File: src/rtl/pci_io_pkg.sv
// Shared constants for the PCI target I/O support block: default IDs, config word
// indices, bus widths and the parity helper.
package pci_io_pkg;

  localparam int AD_W     = 32;
  localparam int CBE_W    = 4;
  localparam int FF_COUNT = AD_W + CBE_W + 8;

  localparam logic [15:0] DEF_VENDOR_ID   = 16'h10EE;
  localparam logic [15:0] DEF_DEVICE_ID   = 16'h0001;
  localparam logic [23:0] DEF_CLASS_CODE  = 24'hFF0000;
  localparam logic [7:0]  DEF_REVISION_ID = 8'h01;

  typedef enum logic [3:0] {
    CFG_IDX_VENDOR   = 4'd0,
    CFG_IDX_CMD_STAT = 4'd1,
    CFG_IDX_CC_REV   = 4'd2,
    CFG_IDX_INTR     = 4'd15
  } cfg_idx_e;

  // Even parity over address/data plus command/byte-enables.
  function automatic logic par36(input logic [AD_W-1:0] ad, input logic [CBE_W-1:0] cbe);
    return ^{ad, cbe};
  endfunction

endpackage

File: src/rtl/pci_io_cfg_if.sv
// Bundle between the PCI target state machine (master) and the pad/config block (slave).
interface pci_io_cfg_if;
  import pci_io_pkg::*;

  logic             IRDY, TRDY, I1, I2, I3, PCI_CE;
  logic [31:0]      CFG_VENDOR, CFG_CC_REVISION;
  logic [AD_W-1:0]  AD_D, AD_O;
  logic [CBE_W-1:0] CBE_D_N, CBE_O_N;
  logic             OE_AD_D_N, OE_AD_N, PAR_D, PAR_O, OE_PAR_D_N, OE_PAR_N;
  logic             OE_CBE_D_N, OE_CBE_N, TRDY_D_N, TRDY_O_N, OE_TRDY_D_N, OE_TRDY_N;
  logic             DEVSEL_D_N, DEVSEL_O_N, OE_DEVSEL_D_N, OE_DEVSEL_N, PAR_CALC;

  modport master (
    output IRDY, TRDY, I1, I2, I3, AD_D, CBE_D_N, OE_AD_D_N, PAR_D, OE_PAR_D_N,
           OE_CBE_D_N, TRDY_D_N, OE_TRDY_D_N, DEVSEL_D_N, OE_DEVSEL_D_N,
    input  PCI_CE, CFG_VENDOR, CFG_CC_REVISION, AD_O, CBE_O_N, OE_AD_N, PAR_O, OE_PAR_N,
           OE_CBE_N, TRDY_O_N, OE_TRDY_N, DEVSEL_O_N, OE_DEVSEL_N, PAR_CALC
  );

  modport slave (
    input  IRDY, TRDY, I1, I2, I3, AD_D, CBE_D_N, OE_AD_D_N, PAR_D, OE_PAR_D_N,
           OE_CBE_D_N, TRDY_D_N, OE_TRDY_D_N, DEVSEL_D_N, OE_DEVSEL_D_N,
    output PCI_CE, CFG_VENDOR, CFG_CC_REVISION, AD_O, CBE_O_N, OE_AD_N, PAR_O, OE_PAR_N,
           OE_CBE_N, TRDY_O_N, OE_TRDY_N, DEVSEL_O_N, OE_DEVSEL_N, PAR_CALC
  );

endinterface

File: src/rtl/pci_pff.sv
// One-bit pad flop with asynchronous active-high preset; idles at 1 so pads start high-Z.
module pci_pff (
  input  logic C,
  input  logic D,
  input  logic PRE,
  output logic Q
);

  // NOTE: sequential state uses non-blocking assignment so all 44 pad flops update together.
  always_ff @(posedge C or posedge PRE) begin
    if (PRE) Q <= 1'b1;
    else     Q <= D;
  end

endmodule

File: src/rtl/pci_io_cfg.sv
// PCI target I/O support: config-header ROM, clock-enable term, parity generator and
// the preset-on-reset register bank in front of the tri-state pad buffers.
module pci_io_cfg
  import pci_io_pkg::*;
#(
  parameter logic [15:0] VENDOR_ID   = DEF_VENDOR_ID,
  parameter logic [15:0] DEVICE_ID   = DEF_DEVICE_ID,
  parameter logic [23:0] CLASS_CODE  = DEF_CLASS_CODE,
  parameter logic [7:0]  REVISION_ID = DEF_REVISION_ID
) (
  input logic         CLK,
  input logic         RST,
  pci_io_cfg_if.slave bus
);

  logic [FF_COUNT-1:0] w_d;
  logic [FF_COUNT-1:0] w_q;

  function automatic logic [31:0] cfg_word(input cfg_idx_e idx);
    case (idx)
      CFG_IDX_VENDOR: return {DEVICE_ID, VENDOR_ID};
      CFG_IDX_CC_REV: return {CLASS_CODE, REVISION_ID};
      default:        return 32'h0;
    endcase
  endfunction

  assign bus.CFG_VENDOR      = cfg_word(CFG_IDX_VENDOR);
  assign bus.CFG_CC_REVISION = cfg_word(CFG_IDX_CC_REV);

  assign bus.PCI_CE   = bus.I2 | ~(bus.I3 | bus.TRDY) | ~(bus.I1 | bus.IRDY);
  assign bus.PAR_CALC = par36(bus.AD_D, bus.CBE_D_N);

  // Flatten every pad term into one vector so a single generate loop builds the bank.
  assign w_d = {bus.OE_DEVSEL_D_N, bus.DEVSEL_D_N, bus.OE_TRDY_D_N, bus.TRDY_D_N,
                bus.OE_CBE_D_N, bus.OE_PAR_D_N, bus.PAR_D, bus.OE_AD_D_N,
                bus.CBE_D_N, bus.AD_D};

  for (genvar g = 0; g < FF_COUNT; g++) begin : g_pff
    pci_pff u_pff (
      .C  (CLK),
      .D  (w_d[g]),
      .PRE(RST),
      .Q  (w_q[g])
    );
  end

  assign {bus.OE_DEVSEL_N, bus.DEVSEL_O_N, bus.OE_TRDY_N, bus.TRDY_O_N,
          bus.OE_CBE_N, bus.OE_PAR_N, bus.PAR_O, bus.OE_AD_N,
          bus.CBE_O_N, bus.AD_O} = w_q;

endmodule

File: src/flat_wrapper.sv
// flat-port wrapper written by rule: the top's interface ports become plain ports
module pci_io_cfg_flat import pci_io_pkg::*;
#(
  parameter logic [15:0] VENDOR_ID   = DEF_VENDOR_ID,
  parameter logic [15:0] DEVICE_ID   = DEF_DEVICE_ID,
  parameter logic [23:0] CLASS_CODE  = DEF_CLASS_CODE,
  parameter logic [7:0]  REVISION_ID = DEF_REVISION_ID
)
  (CLK, RST, bus_IRDY, bus_TRDY, bus_I1, bus_I2, bus_I3, bus_AD_D, bus_CBE_D_N, bus_OE_AD_D_N, bus_PAR_D, bus_OE_PAR_D_N, bus_OE_CBE_D_N, bus_TRDY_D_N, bus_OE_TRDY_D_N, bus_DEVSEL_D_N, bus_OE_DEVSEL_D_N, bus_PCI_CE, bus_CFG_VENDOR, bus_CFG_CC_REVISION, bus_AD_O, bus_CBE_O_N, bus_OE_AD_N, bus_PAR_O, bus_OE_PAR_N, bus_OE_CBE_N, bus_TRDY_O_N, bus_OE_TRDY_N, bus_DEVSEL_O_N, bus_OE_DEVSEL_N, bus_PAR_CALC);
  pci_io_cfg_if bus_i ();
  input logic CLK;
  input logic RST;
  input wire logic [$bits(bus_i.IRDY)-1:0] bus_IRDY;
  input wire logic [$bits(bus_i.TRDY)-1:0] bus_TRDY;
  input wire logic [$bits(bus_i.I1)-1:0] bus_I1;
  input wire logic [$bits(bus_i.I2)-1:0] bus_I2;
  input wire logic [$bits(bus_i.I3)-1:0] bus_I3;
  input wire logic [$bits(bus_i.AD_D)-1:0] bus_AD_D;
  input wire logic [$bits(bus_i.CBE_D_N)-1:0] bus_CBE_D_N;
  input wire logic [$bits(bus_i.OE_AD_D_N)-1:0] bus_OE_AD_D_N;
  input wire logic [$bits(bus_i.PAR_D)-1:0] bus_PAR_D;
  input wire logic [$bits(bus_i.OE_PAR_D_N)-1:0] bus_OE_PAR_D_N;
  input wire logic [$bits(bus_i.OE_CBE_D_N)-1:0] bus_OE_CBE_D_N;
  input wire logic [$bits(bus_i.TRDY_D_N)-1:0] bus_TRDY_D_N;
  input wire logic [$bits(bus_i.OE_TRDY_D_N)-1:0] bus_OE_TRDY_D_N;
  input wire logic [$bits(bus_i.DEVSEL_D_N)-1:0] bus_DEVSEL_D_N;
  input wire logic [$bits(bus_i.OE_DEVSEL_D_N)-1:0] bus_OE_DEVSEL_D_N;
  output wire logic [$bits(bus_i.PCI_CE)-1:0] bus_PCI_CE;
  output wire logic [$bits(bus_i.CFG_VENDOR)-1:0] bus_CFG_VENDOR;
  output wire logic [$bits(bus_i.CFG_CC_REVISION)-1:0] bus_CFG_CC_REVISION;
  output wire logic [$bits(bus_i.AD_O)-1:0] bus_AD_O;
  output wire logic [$bits(bus_i.CBE_O_N)-1:0] bus_CBE_O_N;
  output wire logic [$bits(bus_i.OE_AD_N)-1:0] bus_OE_AD_N;
  output wire logic [$bits(bus_i.PAR_O)-1:0] bus_PAR_O;
  output wire logic [$bits(bus_i.OE_PAR_N)-1:0] bus_OE_PAR_N;
  output wire logic [$bits(bus_i.OE_CBE_N)-1:0] bus_OE_CBE_N;
  output wire logic [$bits(bus_i.TRDY_O_N)-1:0] bus_TRDY_O_N;
  output wire logic [$bits(bus_i.OE_TRDY_N)-1:0] bus_OE_TRDY_N;
  output wire logic [$bits(bus_i.DEVSEL_O_N)-1:0] bus_DEVSEL_O_N;
  output wire logic [$bits(bus_i.OE_DEVSEL_N)-1:0] bus_OE_DEVSEL_N;
  output wire logic [$bits(bus_i.PAR_CALC)-1:0] bus_PAR_CALC;
  assign bus_i.IRDY = bus_IRDY;
  assign bus_i.TRDY = bus_TRDY;
  assign bus_i.I1 = bus_I1;
  assign bus_i.I2 = bus_I2;
  assign bus_i.I3 = bus_I3;
  assign bus_i.AD_D = bus_AD_D;
  assign bus_i.CBE_D_N = bus_CBE_D_N;
  assign bus_i.OE_AD_D_N = bus_OE_AD_D_N;
  assign bus_i.PAR_D = bus_PAR_D;
  assign bus_i.OE_PAR_D_N = bus_OE_PAR_D_N;
  assign bus_i.OE_CBE_D_N = bus_OE_CBE_D_N;
  assign bus_i.TRDY_D_N = bus_TRDY_D_N;
  assign bus_i.OE_TRDY_D_N = bus_OE_TRDY_D_N;
  assign bus_i.DEVSEL_D_N = bus_DEVSEL_D_N;
  assign bus_i.OE_DEVSEL_D_N = bus_OE_DEVSEL_D_N;
  assign bus_PCI_CE = bus_i.PCI_CE;
  assign bus_CFG_VENDOR = bus_i.CFG_VENDOR;
  assign bus_CFG_CC_REVISION = bus_i.CFG_CC_REVISION;
  assign bus_AD_O = bus_i.AD_O;
  assign bus_CBE_O_N = bus_i.CBE_O_N;
  assign bus_OE_AD_N = bus_i.OE_AD_N;
  assign bus_PAR_O = bus_i.PAR_O;
  assign bus_OE_PAR_N = bus_i.OE_PAR_N;
  assign bus_OE_CBE_N = bus_i.OE_CBE_N;
  assign bus_TRDY_O_N = bus_i.TRDY_O_N;
  assign bus_OE_TRDY_N = bus_i.OE_TRDY_N;
  assign bus_DEVSEL_O_N = bus_i.DEVSEL_O_N;
  assign bus_OE_DEVSEL_N = bus_i.OE_DEVSEL_N;
  assign bus_PAR_CALC = bus_i.PAR_CALC;
  pci_io_cfg #(.VENDOR_ID(VENDOR_ID), .DEVICE_ID(DEVICE_ID), .CLASS_CODE(CLASS_CODE), .REVISION_ID(REVISION_ID)) u_core (.CLK(CLK), .RST(RST), .bus(bus_i));
endmodule
File: config.mk
export PLATFORM = sky130hd
export DESIGN_NAME = pci_io_cfg_flat
export DESIGN_NICKNAME = d
export VERILOG_FILES = /design/src/rtl/pci_io_pkg.sv /design/src/rtl/pci_io_cfg_if.sv /design/src/rtl/pci_pff.sv /design/src/rtl/pci_io_cfg.sv /design/src/flat_wrapper.sv
export SDC_FILE = /design/constraint.sdc
export NUM_CORES = 1
export LEC_CHECK = 0
export BUFFER_PORTS_ARGS = -buffer_cell sky130_fd_sc_hd__buf_2
export CAP_MARGIN = 40
export CORE_UTILIZATION = 41
export DETAILED_ROUTE_END_ITERATION = 7
export PLACE_DENSITY = 0.85
export SYNTH_ARGS = -nofsm -noshare
export SYNTH_HDL_FRONTEND = slang
export SYNTH_SLANG_ARGS = --single-unit
File: constraint.sdc
create_clock -name CLK -period 2 [get_ports CLK]
set_clock_uncertainty 0.1 [all_clocks]
set_input_delay 0.4 -clock CLK [delete_from_list [all_inputs] [get_ports CLK]]
set_output_delay 0.4 -clock CLK [all_outputs]
set_load 0.05 [all_outputs]
Yosys cells after proc, flatten, opt, wreduce, memory -nomap -nowiden
Cells that the tools add are included.
{"block": "word_totals", "in_bits": 51, "ff_bits": 44, "word_cells": 51}
{"block": "classes", "bitwise": 6, "reduce_logical": 1}
{"cell": "36-bit XOR reduction", "count": 1}
{"cell": "1-bit bitwise OR", "count": 4}
{"cell": "1-bit NOT", "count": 2}

Logic depth before layout (Yosys ltp)
Gate-level depths: netlist (run 1).
{"block": "logic_depth", "ltp_word": 4, "ltp_mapped": 5}

Hierarchy
A second synthesis (run 1) with hierarchy kept.
{"block": "unflattened", "hier_cells": 191, "area_unflattened_um2": 2133.3}
{"module": "pci_pff", "n_inst": 44, "cells_each": 2, "seq_area_each_um2": 26.3, "area_per_inst_um2": 30.0}
{"module": "pci_io_cfg", "n_inst": 1, "cells_each": 103, "seq_area_each_um2": 0.0, "area_per_inst_um2": 812.0}

Worst setup path after synthesis (run 1)
Ideal clock, no wire load.
{"block": "synth_path", "path_type": "input port to output port", "from": "input port bus_AD_D[2]", "to": "output port bus_PAR_CALC", "path_slack_ns": -0.618, "arrival_time_ns": 2.118, "path_buffers": 0, "t_required_ns": 1.500, "path_stages": 5, "cell_sequence": "xor2_1 > xnor2_1 > xnor2_1 > xnor3_1 > xnor2_1"}
{"block": "synth_via", "elab_chain_cells": 1}
{"element": "start: declaration", "line_no": "flat_wrapper.sv:18", "rtl": "input wire logic [$bits(bus_i.AD_D)-1:0] bus_AD_D;"}
{"element": "36-bit XOR reduction", "line_no": "pci_io_pkg.sv:23", "rtl": "return ^{ad, cbe};"}
{"element": "end: declaration", "line_no": "flat_wrapper.sv:41", "rtl": "output wire logic [$bits(bus_i.PAR_CALC)-1:0] bus_PAR_CALC;"}
Every way passes these cells.

Worst setup path in the final report (run 1)
{"block": "layout_path", "from": "input port bus_AD_D[17]", "to": "output port bus_PAR_CALC"}
The elaborated chain is that of the path after synthesis.

==> impl_metrics.py, run 1 <==
metrics = {
    "yosys": {
        "synth_cell_types": 9,
        "synth_seq_area_share_pct": 51.6,
        "ys_seq_elements": 44,
        "syn_area_per_cell_um2": 12.2,
        "synth_warnings": 0,
        "synth_area_um2": 2240,
        "synth_cells": 184,
    },
    "placed_design": {
        "gp_congestion": 0.690,
        "dpl_worst_slack_ps": -454,
        "placed_cells": 325,
        "dpl.hpwl_um": 2800,
        "io_buffers": 96,
    },
    "layout": {
        "diodes": 0,
        "finish.utilization_pct": 53.4,
        "reg_top3": "u_core.g_pff.u_pff.Q: 44 flops",
        "fill_cells": 444,
        "fin_cells": 333,
        "nets": 313,
        "area_growth_pct": 23.1,
        "max_flop_register": "u_core.g_pff.u_pff.Q",
        "drive_above_1_share_pct": 66.9,
        "largest_reg_flops": 44,
    },
    "worst_setup_path": {
        "crit_family": "XOR/XNOR gates",
        "max_stage_delay_ps": 490,
        "cp-start-kind": "primary input",
        "crit_chain": "buf_4, xnor2_2, xnor2_1, xnor2_1, xnor3_2, xnor2_4, buf_6",
        "worstSetupEndpoint": "bus_PAR_CALC",
        "critPathCaptureType": "output port",
        "critPathSlowestCell": "xnor3_2",
        "critPathBufInv": 2,
        "crit_arrival_ps": 1810,
        "cpMostUsedCell": "xnor2_1",
        "critPathKind": "primary input to output port",
        "crit_cells": 7,
        "crit_required_ps": 1500,
        "worstSetupStartpoint": "bus_AD_D[17]",
        "cp_max_fo": 2,
    },
    "drt": {
        "drc": 0,
        "wl_per_cell_um": 10.4,
        "drtIter0Drc": 20,
        "dr.pass1.iters": 2,
        "routed_wl_um": 3450,
        "vias": 1198,
        "avgViaCountPerCell": 3.60,
        "antenna_left": 0,
    },
    "clock_network": {
        "h-tree-depth": 2,
        "cts_num_sinks": 44,
        "post_cts_buffers": 0,
        "cts_made_buffers": 5,
        "cts.clk_slew.worst_paths_ps": 80,
        "cts_tree": "done",
        "clockRootBuffer": "clkbuf_8",
        "clockBufferDepth": 2,
    },
    "status": {
        "failed_checks": "negative setup slack",
        "outcome": "complete, but fails checks",
    },
    "sta": {
        "drv_slew": 0,
        "finalSetupViolations": 1,
        "setup_slack_ps": -315,
        "fin_setup_tns_ps": -315,
        "period_needed_ps": 2310,
        "hold_viol": 0,
        "fmax_mhz": 432,
        "fin_crit_sh_pct": 116,
        "fin_hold_ws_ps": 105,
        "rsz0062_at_grt": "true",
        "tightest_slew_ps": 620,
        "slew_headroom_pct": 58.6,
    },
    "global_routing": {
        "grt_pass1_wl_um": 5440,
        "grt_max_degree": 30,
        "grt_pass1_vias": 1247,
        "grt-ovfl-total": 0,
        "antenna_found_initial": 0,
        "track_usage_pct": 12.3,
    },
    "power": {
        "vdd_drop_max_mv": 0.770,
        "power.leakage_nw": 1.39,
        "powerDensity_nw_per_um2": 1030,
    },
    "die": {
        "die_area_um2": 5770,
        "io_pins": 161,
        "core.rowCount": 26,
        "initial_core_util_pct": 43.3,
        "core_area_um2": 5170,
        "die_x_um": 76.0,
        "fp.dieH_um": 76.0,
    },
    "min_path": {
        "hold_class": "primary input to register",
        "hold_path_depth": 1,
    },
    "job": {
        "drv_cap": 0,
    },
}
cells in the final DEF, fill, tap and decap left out, drive strengths merged:
master  netlist  routed
inv           1       1
o21ai         1       1
clkbuf        0       6
bufinv        0       1
xor2          4       4
dfstp        44      44
nor2          2       2
conb          2      64
xnor3         1       1
xnor2        29      29
buf         100     109
clkinv        0       1
metrics by stage:
step / total power, mW / instance area (µm²)
floorplan: 2.03 / 2500
finish: 2.86 / 2760
detailed placement: 2.08 / 2430
CTS: 2.87 / 2690
global route: 2.98 / 2760
global placement: 2.07 / 2430
cells by family after synthesis:
| family | after synthesis | synth area share (%) |
|---|---|---|
| flip-flops | 44 | 51.6 |
| buffers and inverters | 101 | 33.6 |
| other | 2 | 0.335 |
| AND/OR/NAND/NOR | 2 | 0.335 |
| XOR/XNOR | 34 | 13.9 |
| AO/OA/AOI/OAI | 1 | 0.223 |
worst min-delay path by stage:
stage	startpoint	endpoint	slack (ps)
final	bus_OE_TRDY_D_N	u_core.g_pff[41].u_pff.Q	110
after global routing	bus_DEVSEL_D_N	u_core.g_pff[42].u_pff.Q	90
after CTS	bus_OE_TRDY_D_N	u_core.g_pff[41].u_pff.Q	90
after detailed placement	bus_OE_TRDY_D_N	u_core.g_pff[41].u_pff.Q	410
after global placement	bus_OE_DEVSEL_D_N	u_core.g_pff[43].u_pff.Q	410
after floorplan	bus_AD_D[0]	u_core.g_pff[0].u_pff.Q	300
report_power, final:
group / switching (mW) / leakage, nW / internal, mW
sequential: 0.0103 / 0.463 / 0.969
clock: 0.285 / 0.0614 / 0.408
combinational: 0.789 / 0.862 / 0.395
total: 1.08 / 1.39 / 1.77
cells in the mapped netlist:
library cell	number	area [µm²]
dfstp_2	44	1160
xnor2_1	29	254
xnor3_1	1	22.5
nor2_1	2	7.51
buf_4	100	751
o21ai_0	1	5.00
conb_1	2	7.51
inv_1	1	3.75
xor2_1	4	35.0
timing repair:
| action | in CTS | in global routing |
|---|---|---|
| endpoints found under the setup margin | 1 | 1 |
| resized for setup | 23 | 15 |
| hold buffers | 0 | 0 |
| pin swaps | 14 | 8 |
final cells by class:
type | count | area [µm²] | area share (%)
sequential | 44 | 1160 | 41.9
multi-input combinational | 101 | 704 | 25.5
timing repair buffer | 109 | 687 | 24.9
tap | 70 | 87.6 | 3.17
clock buffer | 6 | 82.6 | 2.99
clock inverter | 2 | 38.8 | 1.41
inverter | 1 | 3.75 | 0.136
metal layers:
layer / track usage, % / share of wire (%)
met1: 11.5 / 29
met2: 23.2 / 56
met3: 5.30 / 13
met4: 5.19 / 1.1
met5: 0 / 0
Note: power is estimated with default switching activity, not from simulation.
==> inputs of run 2 (changes only) <==
--- a/config.mk
+++ b/config.mk
@@ -10,6 +10,7 @@
 export CORE_UTILIZATION = 41
 export DETAILED_ROUTE_END_ITERATION = 7
 export PLACE_DENSITY = 0.85
+export SKIP_CTS_REPAIR_TIMING = 1
 export SYNTH_ARGS = -nofsm -noshare
 export SYNTH_HDL_FRONTEND = slang
 export SYNTH_SLANG_ARGS = --single-unit
==> run 2 against run 1 <==
The run still ends with negative setup slack left; cell area down 3.7%; combinational power is essentially flat; die area unchanged; cell count stayed put; clock-buffer cell count unchanged; critical path depth unchanged; non-clock buffer count unchanged; critical endpoint unchanged; largest cell class unchanged; largest power group unchanged; highest routed layer unchanged.
==> impl_metrics.py, run 2 (synthesized netlist as in run 1, its figures left out) <==
metrics = {
    "layout": {
        "design_area_um2": 2660,
        "diodes": 0,
        "regArea_um2": 1160,
        "final_common_cell": "buf_2",
        "fin_cells": 333,
        "max_flop_register": "u_core.g_pff.u_pff.Q",
        "fill_cells": 459,
        "largest_reg_flops": 44,
        "layout_common_cells": "89 x buf_2, 64 x conb_1, 44 x dfstp_2, 22 x xnor2_1, 14 x buf_4",
        "reg_top3": "u_core.g_pff.u_pff.Q: 44 flops",
        "drive_above_1_share_pct": 64.6,
        "area_growth_pct": 18.6,
        "nets": 313,
        "multi_input_area_um2": 659,
    },
    "power": {
        "vdd_drop_max_mv": 0.775,
        "seqPwrFrac_pct": 34.6,
        "clockPowerShare_pct": 24.3,
        "power.leakage_nw": 1.34,
        "powerDensity_nw_per_um2": 1070,
        "p_total_mw": 2.83,
        "p_comb_share_pct": 41.1,
        "intPower_mw": 1.75,
        "switching_share_pct": 38.1,
        "p_sw_mw": 1.08,
    },
    "clock_network": {
        "cts_made_buffers": 5,
        "cts_tree": "done",
        "clockRootBuffer": "clkbuf_8",
        "clockBufferDepth": 2,
        "h-tree-depth": 2,
        "cts_num_sinks": 44,
        "cts.clk_slew.worst_paths_ps": 80,
    },
    "die": {
        "die_x_um": 76.0,
        "fp.dieH_um": 76.0,
        "initial_core_util_pct": 43.3,
        "io_pins": 161,
        "core.rowCount": 26,
        "core_area_um2": 5170,
        "die_area_um2": 5770,
    },
    "worst_setup_path": {
        "cp_max_fo": 2,
        "critPathCaptureType": "output port",
        "crit_required_ps": 1500,
        "cp-start-kind": "primary input",
        "critPathKind": "primary input to output port",
        "crit_arrival_ps": 1830,
    },
    "global_routing": {
        "track_usage_pct": 11.7,
        "grt_use_met2_pct": 22.6,
        "grt_use_met1_pct": 10.3,
        "grt-ovfl-total": 0,
        "grt_pass1_vias": 1223,
        "grt.busiest_layer": "met2",
        "grt_use_met3_pct": 5.30,
        "grt_pass1_wl_um": 5200,
        "grt_max_degree": 30,
        "antenna_found_initial": 0,
    },
    "sta": {
        "tightest_slew_ps": 618,
        "slew_headroom_pct": 58.7,
        "rsz0062_at_grt": "true",
        "setup_slack_ps": -334,
        "drv_slew": 0,
        "fmax_mhz": 428,
        "hold_viol": 0,
        "fin_crit_sh_pct": 117,
        "fin_setup_tns_ps": -334,
        "finalSetupViolations": 1,
        "period_needed_ps": 2330,
    },
    "placed_design": {
        "dpl_worst_slack_ps": -454,
        "gp_congestion": 0.690,
        "dpl.hpwl_um": 2800,
        "placed_area_um2": 2430,
        "io_buffers": 96,
        "placed_cells": 325,
    },
    "status": {
        "failed_checks": "negative setup slack",
        "outcome": "complete, but fails checks",
    },
    "drt": {
        "avgViaCountPerCell": 3.57,
        "wl_per_cell_um": 10.1,
        "routed_wl_um": 3350,
        "vias": 1190,
        "drc": 0,
        "antenna_left": 0,
        "drtIter0Drc": 22,
        "dr.pass1.iters": 2,
    },
    "min_path": {
        "hold_class": "primary input to register",
    },
    "job": {
        "drv_cap": 0,
    },
}
## run 2: path summary, 6_finish.rpt
kind | from | to | slack (ps) | cells after the start
worst max-delay path | bus_AD_D[20] | bus_PAR_CALC | -330 | 7
max in group asynchronous | RST | u_core.g_pff[22].u_pff.Q | 1070 | 3
min in group asynchronous | RST | u_core.g_pff[42].u_pff.Q | 450 | 2
worst min-delay path | bus_OE_TRDY_D_N | u_core.g_pff[41].u_pff.Q | 110 | 1
## run 2: layout make-up
cell class | instances | area share [%]
sequential | 44 | 43.5
multi-input combinational | 101 | 24.8
timing repair buffer | 109 | 23.7
tap | 70 | 3.29
clock buffer | 6 | 3.11
clock inverter | 2 | 1.46
inverter | 1 | 0.141
## run 2: through the flow
stage | util [%] | hold WS (ps)
2_1_floorplan | - | 304
3_3_place_gp | 47.0 | 405
6_report | 51.4 | 105
4_1_cts | 49.3 | 92.2
3_5_place_dp | 47.0 | 406
5_1_grt | 51.4 | 88.1
## run 2: per-layer routing
metal,share of wire (%),vias up
met1,30,540
met2,55,105
met3,14,2
met4,0.75,0
met5,0,-
li1,-,543
## run 2: worst max-delay path, cell delays in order
cell	delay [ps]
buf_2	110
xor2_1	160
xnor2_1	200
xnor2_1	180
xnor3_2	430
xnor2_4	180
buf_6	180
## run 2: power groups by stage
stage	Sequential (mW)	Clock (mW)	Combinational [mW]
after global routing	0.985	0.749	1.22
final	0.980	0.689	1.16
after floorplan	1.03	0	1.00
after detailed placement	0.995	0	1.08
after CTS	0.981	0.715	1.09
after global placement	0.992	0	1.08
==> inputs of run 3 (changes only) <==
--- a/config.mk
+++ b/config.mk
@@ -7,9 +7,9 @@
 export LEC_CHECK = 0
 export BUFFER_PORTS_ARGS = -buffer_cell sky130_fd_sc_hd__buf_2
 export CAP_MARGIN = 40
-export CORE_UTILIZATION = 41
+export CORE_UTILIZATION = 37
 export DETAILED_ROUTE_END_ITERATION = 7
-export PLACE_DENSITY = 0.85
+export PLACE_DENSITY = 0.81
 export SKIP_CTS_REPAIR_TIMING = 1
 export SYNTH_ARGS = -nofsm -noshare
 export SYNTH_HDL_FRONTEND = slang
==> constraint.sdc (replaced) <==
create_clock -name CLK -period 2.02 [get_ports CLK]
set_clock_uncertainty 0.1 [all_clocks]
set_input_delay 0.404 -clock CLK [delete_from_list [all_inputs] [get_ports CLK]]
set_output_delay 0.404 -clock CLK [all_outputs]
set_load 0.05 [all_outputs]
==> run 3 against run 2 <==
Die area grew 11%; largest power group unchanged; setup slack is essentially flat; clock-buffer cell count decreased by 1; cell area increased by 1.4%; the flow still finishes with violations (negative setup slack); via count is 0.17% higher.
==> impl_metrics.py, run 3 (synthesized netlist as in run 1, its figures left out) <==
metrics = {
    "status": {
        "outcome": "complete, but fails checks",
        "failed_checks": "negative setup slack",
    },
    "clock_network": {
        "h-tree-depth": 2,
        "clockBufferDepth": 2,
        "cts_num_sinks": 44,
        "cts.clk_slew.worst_paths_ps": 90,
        "cts_tree": "done",
        "cts_made_buffers": 5,
        "clockRootBuffer": "clkbuf_8",
    },
    "worst_setup_path": {
        "crit_required_ps": 1520,
        "crit_cells": 7,
        "worstSetupStartpoint": "bus_AD_D[28]",
        "max_stage_delay_ps": 490,
        "critPathBufInv": 2,
        "crit_chain": "buf_8, xnor2_4, xnor2_2, xnor2_2, xnor3_2, xnor2_4, buf_6",
        "critPathSlowestCell": "xnor3_2",
        "crit_family": "XOR/XNOR gates",
        "worstSetupEndpoint": "bus_PAR_CALC",
        "cp_max_fo": 2,
        "crit_arrival_ps": 1850,
        "critPathKind": "primary input to output port",
        "critPathCaptureType": "output port",
        "cp-start-kind": "primary input",
    },
    "power": {
        "p_comb_share_pct": 41.6,
        "intPower_mw": 1.72,
        "vdd_drop_max_mv": 0.543,
        "p_sw_mw": 1.10,
        "power.leakage_nw": 1.35,
        "seqPwrFrac_pct": 34.3,
        "powerDensity_nw_per_um2": 1050,
        "switching_share_pct": 39.0,
        "clockPowerShare_pct": 24.1,
    },
    "layout": {
        "multi_input_area_um2": 708,
        "nets": 310,
        "diodes": 0,
        "layout_common_cells": "87 x buf_2, 64 x conb_1, 44 x dfstp_2, 17 x xnor2_1, 10 x buf_4",
        "final_common_cell": "buf_2",
        "area_growth_pct": 20.3,
        "fill_cells": 505,
        "reg_top3": "u_core.g_pff.u_pff.Q: 44 flops",
        "largest_reg_flops": 44,
        "drive_above_1_share_pct": 66.2,
        "max_flop_register": "u_core.g_pff.u_pff.Q",
        "regArea_um2": 1160,
        "design_area_um2": 2700,
    },
    "die": {
        "io_pins": 161,
        "core.rowCount": 27,
        "core_area_um2": 5680,
        "fp.dieH_um": 79.8,
        "die_x_um": 79.8,
        "initial_core_util_pct": 39.5,
        "die_area_um2": 6380,
    },
    "placed_design": {
        "gp_congestion": 0.694,
        "placed_area_um2": 2400,
        "dpl.hpwl_um": 2660,
        "io_buffers": 96,
    },
    "min_path": {
        "worstHoldStart": "bus_DEVSEL_D_N",
        "hold_class": "primary input to register",
    },
    "sta": {
        "finalSetupViolations": 1,
        "rsz0062_at_grt": "true",
        "period_needed_ps": 2350,
        "drv_slew": 0,
        "fmax_mhz": 425,
        "fin_crit_sh_pct": 117,
        "tightest_slew_ps": 541,
        "hold_viol": 0,
        "fin_hold_ws_ps": 98.8,
        "slew_headroom_pct": 63.9,
        "setup_slack_ps": -334,
    },
    "global_routing": {
        "grt_max_degree": 45,
        "antenna_found_initial": 0,
        "grt.busiest_layer": "met2",
        "grt_use_met2_pct": 18.8,
        "grt_use_met3_pct": 5.83,
        "grt_use_met1_pct": 10.6,
        "grt_pass1_vias": 1153,
        "grt-ovfl-total": 0,
        "grt_pass1_wl_um": 4950,
        "track_usage_pct": 10.8,
    },
    "drt": {
        "avgViaCountPerCell": 3.59,
        "vias": 1192,
        "drtIter0Drc": 15,
        "routed_wl_um": 3550,
        "drc": 0,
        "antenna_left": 0,
        "wl_per_cell_um": 10.7,
        "dr.pass1.iters": 2,
    },
    "job": {
        "drv_cap": 0,
    },
}
[run 3: cell count changes in the layout (fill, tap and decap cells not counted), moves of 2 or more]
cell,change
buf_4,-4
xnor2_2,+3
xnor2_4,+2
buf_2,-2
buf_6,+2
xnor2_1,-5
buf_8,+2
[run 3: power groups by stage]
stage                     registers, mW  clock network (mW)  logic (mW)
after floorplan                    1.02                   0       0.994
after global placement            0.981                   0        1.06
after detailed placement          0.984                   0        1.07
after CTS                         0.971               0.715        1.07
after global routing              0.975               0.748        1.23
final                             0.970               0.680        1.18
[run 3: metrics by stage]
step | utilization, % | TNS [ps] | worst slack [ps] | power, mW | instances
after floorplan | - | -161 | -161 | 2.01 | 246
after global routing | 47.5 | -397 | -397 | 2.95 | 332
after CTS | 44.3 | -463 | -463 | 2.75 | 332
after global placement | 42.2 | -484 | -484 | 2.04 | 324
after detailed placement | 42.2 | -457 | -457 | 2.05 | 324
final | 47.5 | -334 | -334 | 2.83 | 332
[run 3: how the worst min path moves through the flow]
stage                                    end  cells past startpoint
global route        u_core.g_pff[42].u_pff.Q                      1
CTS                 u_core.g_pff[42].u_pff.Q                      1
global placement    u_core.g_pff[42].u_pff.Q                      1
floorplan            u_core.g_pff[0].u_pff.Q                      0
detailed placement  u_core.g_pff[42].u_pff.Q                      1
finish              u_core.g_pff[42].u_pff.Q                      1
[run 3: cell type report]
| class | count | area share (%) |
|---|---|---|
| sequential | 44 | 42.9 |
| multi-input combinational | 101 | 26.3 |
| timing repair buffer | 106 | 23.1 |
| tap | 72 | 3.34 |
| clock buffer | 5 | 2.55 |
| clock inverter | 3 | 1.72 |
| inverter | 1 | 0.139 |
[run 3: routing by layer]
metal	vias up	wire length, µm
met5	-	0
met4	0	41
met3	5	478
met2	110	1900
met1	539	1130
li1	538	-
